## src/rtl/tl_line_master.sv

```systemverilog
// tl_line_master: TileLink-UH initiator for one cache line per command.
// A read becomes a single-beat Get; a write becomes a multi-beat PutFullData.
// The channel-D reply is collected into rsp_rdata with denied/error status.
// Only one transaction is outstanding at a time.
module tl_line_master #(
  parameter int LINE_W    = 256,
  parameter int LINE_LOG2 = 5,
  parameter int SOURCE_ID = 0
) (
  input  logic              clk,
  input  logic              rst,
  input  logic              cmd_valid,
  output logic              cmd_ready,
  input  logic              cmd_wr,
  input  logic [31:0]       cmd_addr,
  input  logic [LINE_W-1:0] cmd_wdata,
  output logic              rsp_valid,
  input  logic              rsp_ready,
  output logic [LINE_W-1:0] rsp_rdata,
  output logic              rsp_denied,
  output logic              rsp_err,
  output logic [2:0]        tlmst_a_opcode,
  output logic [2:0]        tlmst_a_param,
  output logic [7:0]        tlmst_a_size,
  output logic [2:0]        tlmst_a_source,
  output logic [31:0]       tlmst_a_address,
  output logic [15:0]       tlmst_a_mask,
  output logic [127:0]      tlmst_a_data,
  output logic              tlmst_a_corrupt,
  output logic              tlmst_a_valid,
  input  logic              tlmst_a_ready,
  input  logic [2:0]        tlmst_d_opcode,
  input  logic [1:0]        tlmst_d_param,
  input  logic [7:0]        tlmst_d_size,
  input  logic [2:0]        tlmst_d_sink,
  input  logic [2:0]        tlmst_d_source,
  input  logic              tlmst_d_denied,
  input  logic [127:0]      tlmst_d_data,
  input  logic              tlmst_d_corrupt,
  input  logic              tlmst_d_valid,
  output logic              tlmst_d_ready
);

  // state     | meaning
  // S_IDLE    | waiting for a command, cmd_ready high
  // S_A_PUT   | sending PutFullData beats on channel A
  // S_A_GET   | sending the single Get beat on channel A
  // S_D_WAIT  | accepting channel-D beats
  // S_RSP     | holding the response until rsp_ready

  localparam int BEATS = LINE_W / 128;
  localparam int BW    = (BEATS > 1) ? $clog2(BEATS) : 1;
  localparam logic [BW-1:0] LAST_BEAT  = BW'(BEATS - 1);
  localparam logic [31:0]   ALIGN_MASK = (32'd1 << LINE_LOG2) - 32'd1;
  localparam logic [2:0]    SRC        = 3'(SOURCE_ID);

  typedef enum logic [2:0] {S_IDLE, S_A_PUT, S_A_GET, S_D_WAIT, S_RSP} state_t;

  state_t            state;
  logic              wr_q;
  logic [31:0]       addr_q;
  logic [LINE_W-1:0] wdata_q;
  logic [LINE_W-1:0] rdata_q;
  logic [BW-1:0]     beat_q;
  logic              denied_q;
  logic              err_q;
  logic              a_valid_q;
  logic              d_ready_q;
  logic              rsp_valid_q;
  logic              cmd_ready_q;
  logic [2:0]        d_exp_opcode;

  // D fields that carry no meaning for this initiator
  logic unused_d;
  assign unused_d = ^{tlmst_d_param, tlmst_d_size, tlmst_d_sink};

  // AccessAck for a Put, AccessAckData for a Get
  assign d_exp_opcode = wr_q ? 3'd0 : 3'd1;

  // Sequencer: command latch, A beats, D collection, response hold
  always_ff @(posedge clk or negedge rst) begin
    if (!rst) begin
      state       <= S_IDLE;
      wr_q        <= 1'b0;
      addr_q      <= '0;
      wdata_q     <= '0;
      rdata_q     <= '0;
      beat_q      <= '0;
      denied_q    <= 1'b0;
      err_q       <= 1'b0;
      a_valid_q   <= 1'b0;
      d_ready_q   <= 1'b0;
      rsp_valid_q <= 1'b0;
      cmd_ready_q <= 1'b0;
    end else begin
      case (state)
        S_IDLE: begin
          cmd_ready_q <= 1'b1;
          if (cmd_valid && cmd_ready_q) begin
            wr_q        <= cmd_wr;
            addr_q      <= cmd_addr & ~ALIGN_MASK;
            wdata_q     <= cmd_wr ? cmd_wdata : '0;
            rdata_q     <= '0;
            denied_q    <= 1'b0;
            err_q       <= 1'b0;
            beat_q      <= '0;
            cmd_ready_q <= 1'b0;
            a_valid_q   <= 1'b1;
            state       <= cmd_wr ? S_A_PUT : S_A_GET;
          end
        end
        S_A_PUT: begin
          if (tlmst_a_ready) begin
            if (beat_q == LAST_BEAT) begin
              beat_q    <= '0;
              a_valid_q <= 1'b0;
              d_ready_q <= 1'b1;
              state     <= S_D_WAIT;
            end else begin
              beat_q <= beat_q + 1'b1;
            end
          end
        end
        S_A_GET: begin
          if (tlmst_a_ready) begin
            a_valid_q <= 1'b0;
            d_ready_q <= 1'b1;
            state     <= S_D_WAIT;
          end
        end
        S_D_WAIT: begin
          if (tlmst_d_valid) begin
            denied_q <= denied_q | tlmst_d_denied;
            err_q    <= err_q | tlmst_d_corrupt | (tlmst_d_opcode != d_exp_opcode)
                        | (tlmst_d_source != SRC);
            if (!wr_q) rdata_q[beat_q*128 +: 128] <= tlmst_d_data;
            if (wr_q || (beat_q == LAST_BEAT)) begin
              beat_q      <= '0;
              d_ready_q   <= 1'b0;
              rsp_valid_q <= 1'b1;
              state       <= S_RSP;
            end else begin
              beat_q <= beat_q + 1'b1;
            end
          end
        end
        S_RSP: begin
          if (rsp_ready) begin
            rsp_valid_q <= 1'b0;
            cmd_ready_q <= 1'b1;
            state       <= S_IDLE;
          end
        end
        default: state <= S_IDLE;
      endcase
    end
  end

  assign cmd_ready       = cmd_ready_q;
  assign rsp_valid       = rsp_valid_q;
  assign rsp_rdata       = rdata_q;
  assign rsp_denied      = denied_q;
  assign rsp_err         = err_q;
  assign tlmst_a_opcode  = wr_q ? 3'd0 : 3'd4;
  assign tlmst_a_param   = 3'd0;
  assign tlmst_a_size    = 8'(LINE_LOG2);
  assign tlmst_a_source  = SRC;
  assign tlmst_a_address = addr_q;
  assign tlmst_a_mask    = 16'hFFFF;
  assign tlmst_a_data    = wdata_q[beat_q*128 +: 128];
  assign tlmst_a_corrupt = 1'b0;
  assign tlmst_a_valid   = a_valid_q;
  assign tlmst_d_ready   = d_ready_q;

endmodule

```

## config.mk

```make
export PLATFORM = sky130hd
export DESIGN_NAME = tl_line_master
export DESIGN_NICKNAME = d
export VERILOG_FILES = /design/src/rtl/tl_line_master.sv
export SDC_FILE = /design/constraint.sdc
export NUM_CORES = 1
export LEC_CHECK = 0
export BUFFER_PORTS_ARGS = -buffer_cell sky130_fd_sc_hd__buf_2
export CAP_MARGIN = 30
export CORE_AREA = 2 2 354 356
export CTS_CLUSTER_SIZE = 10
export DETAILED_ROUTE_END_ITERATION = 16
export DIE_AREA = 0 0 356 358
export PLACE_DENSITY = 0.39
export SLEW_MARGIN = 20
export SYNTH_ARGS = -nofsm -noshare
export SYNTH_HDL_FRONTEND = slang
export SYNTH_SLANG_ARGS = --single-unit
```

## constraint.sdc

```tcl
create_clock -name clk -period 4.4 [get_ports clk]
set_clock_uncertainty 0.2 [all_clocks]
set_input_delay 0.44 -clock clk [delete_from_list [all_inputs] [get_ports clk]]
set_output_delay 0.44 -clock clk [all_outputs]
set_load 0.05 [all_outputs]
```

==> results.txt <==
status: finished, final reports clean
Post-synth EDFFs: 0
synthesized flop and latch total: 550
die extent in x: 356 um
WHS Path Cells: 3
R2R depth: 5
# H-tree levels: 3
Crit. End Element: output pin
row count: 129
worst reg2reg setup slack: 1.32 ns
fin crit period: 3.269 ns
post-synth top area share: 53.62%
vias in the first global route: 25190
I/O pins: 900
# setup viols final: 0
first-pass GRT wire length: 166.1 mm
Startpoint Class: register
worst-path cell chain: buf_12, mux2_2, buf_2
core area: 0.1233 mm^2
routed vias: 24550
# clock sinks: 550
Residual DRC: 0
drt first-iter violations: 1636
worst slew pin tran: 0.9352 ns
clock slew at reported path FFs: 0.06 ns
Synth-to-Final Area Change: 48.01%
top cells by count, synth: dfrtp_1, o21ai_0, nand2_1, nand3_1, clkbuf_1
total power: 30.19 mW
Synth area leaders: dfrtp_1, o21ai_0, mux2_2
final clock period utilization by the worst path: 74.29%
Initial Util: 20.82%
clock latency at the later pin of the worst-skew pair: 0.64 ns
max_slew headroom: 37.65%
clk buf depth: 3
Max-cap violations: 0
Hold Crit Class: input port to register
total global routing track utilization: 16.87%
Final GP Congestion: 0.7657
vias per std cell: 4.570
CTS buffer count: 72
crit-path max FO: 65
Top FF cell, synth: dfrtp_1
Yosys warning total: 0
Crit path required time: 3.76 ns
DP Worst Slack: 1.384 ns
Async SR Flop Fraction: 100.0%
pwr/cell area: 794.6 mW/mm^2
Hold Vio Cnt, Final: 0
wire per inst: 20.93 um
Die H: 358 um
Hold Path End: wdata_q[37]
Max Clock Freq: 305.9 MHz
leading area contributor after synthesis: dfrtp_1
Setup CP Type: register to output pin
met1 Resource Use GR: 21.98%
IO buf count: 843
HP Start: cmd_wdata[37]
CTS tree: yes
post-synthesis sequential area ratio: 53.62%
DRT Pass-1 Iters: 5
largest net degree at the start of global routing: 161
layout cells sized above 1: 31.47%
DP HPWL: 74.83 mm
busiest grt layer: met2
R2R Path End: rsp_denied
setup_tns: 0 ns
Final ANT Viol Nets: 0
slowest stage delay, CP: 0.79 ns
global route overflow: 0
LEAKAGE: 17.63 nW
Worst VDD drop: 0.5648 mV
RR Startpoint: state[2]
final-report max-slew violation count: 0
Nets: 4122
CTS root buffer: clkbuf_16
initial antenna violation count: 9
cell area after synthesis: 0.02567 mm^2
grt met3 use: 4.519%
most frequent cell after synthesis: dfrtp_1
post_cts resized: 0
RSZ-0062 raised after global routing: false
Critical Path AT: 2.63 ns
die area: 0.1274 mm^2
Synth Area per Inst: 10.10 um^2
slowest CP cell: dfrtp_4
Gate Count Post-Synth: 2542
final setup margin: 1.131 ns
final WL: 112.4 mm
routing usage on met2: 26.86%
Unique masters post-synth: 46
## critical path, delay by kind of cell, from the launching register on
| kind | cells | cell delay (ns) |
|---|---|---|
| buf+inv | 2 | 0.59 |
| flops | 1 | 0.79 |
| mux | 1 | 0.44 |
## timing repair
| action | CTS | global route |
|---|---|---|
| hold buffers | 419 | 0 |
| setup buffers | 0 | 0 |
| endpoints found under the hold margin | 616 | 0 |
| setup endpoints to repair | 0 | 0 |
## state kept, by name, summed over array words and instances, names as in the netlist, 3 cells and up
| register | cells |
|---|---|
| state | 3 |
| wdata_q | 256 |
| rsp_rdata | 256 |
| tlmst_a_address | 27 |
## placed cells by master, fill, tap and decap left out, types with 2 or more instances in the layout
cell,synthesis,routed
buf_4,41,42
clkinv_8,0,3
nand2b_1,2,2
nand2_1,260,259
conb_1,2,38
nand3b_1,3,3
nor2_1,8,7
nand3_1,195,195
buf_2,75,841
inv_1,100,100
diode_2,0,5
a221o_1,160,160
a31oi_1,2,2
clkinv_2,0,7
clkbuf_16,0,72
clkbuf_8,0,15
o211ai_1,96,96
a21oi_1,5,5
and3_1,32,32
dlygate4sd3_1,0,419
buf_16,0,2
o21ai_0,515,515
clkbuf_1,175,25
mux2_2,155,155
nor2b_1,3,3
a41o_1,2,2
nor3b_1,128,128
buf_12,0,19
clkinv_16,0,2
dfrtp_4,0,2
dfrtp_1,550,548
## per-stage QoR
stage          hold slack (ns)  utilization, %  area (um^2)  std cells
2_1_floorplan         -0.05559               -        25800       2578
3_3_place_gp            0.2832           25.51        31460       4820
3_5_place_dp            0.2903           25.56        31520       4822
4_1_cts               0.002526           30.80        37980       5367
5_1_grt                0.02903           30.81        37990       5372
6_report               0.04010           30.81        37990       5372
## how the worst max path moves through the flow
stage | slack [ns] | end | from
after detailed placement | 1.38 | wdata_q[177] | state[1]
final | 1.13 | tlmst_a_data[79] | beat_q
after global routing | 1.0 | tlmst_a_data[113] | beat_q
after CTS | 1.01 | tlmst_a_data[113] | beat_q
after floorplan | 2.29 | tlmst_a_address[23] | cmd_ready
after global placement | 1.20 | wdata_q[174] | state[1]
## cells by family after synthesis
| logic type | Yosys count | synth area share, % |
|---|---|---|
| flip-flops | 550 | 53.62 |
| AND/OR/NAND/NOR | 641 | 12.80 |
| other | 2 | 0.02926 |
| buffers and inverters | 399 | 6.858 |
| AO/OA/AOI/OAI | 794 | 19.86 |
| multiplexers | 155 | 6.800 |
| XOR/XNOR | 1 | 0.03413 |
## layer usage
layer  wire length, um  share of wire (%)
met3              7989                7.1
met5                 0                  0
met2             51390                 46
met1             49400                 44
met4              3637                3.2
## layout make-up
cell class,instances,area [um^2]
antenna,5,12.51
tap,1637,2048
fill,13060,85320
clock inverter,15,181.4
multi-input combinational,1629,10330
inverter,100,375.4
sequential,550,13770
timing repair buffer,1325,9183
clock buffer,111,2088
## where the power goes
| part | switching [mW] | total [mW] | internal (mW) |
|---|---|---|---|
| logic | 11.7 | 16.0 | 4.33 |
| clock network | 2.48 | 5.77 | 3.29 |
| registers | 1.39 | 8.43 | 7.04 |
(Power assumes the default switching activity.)
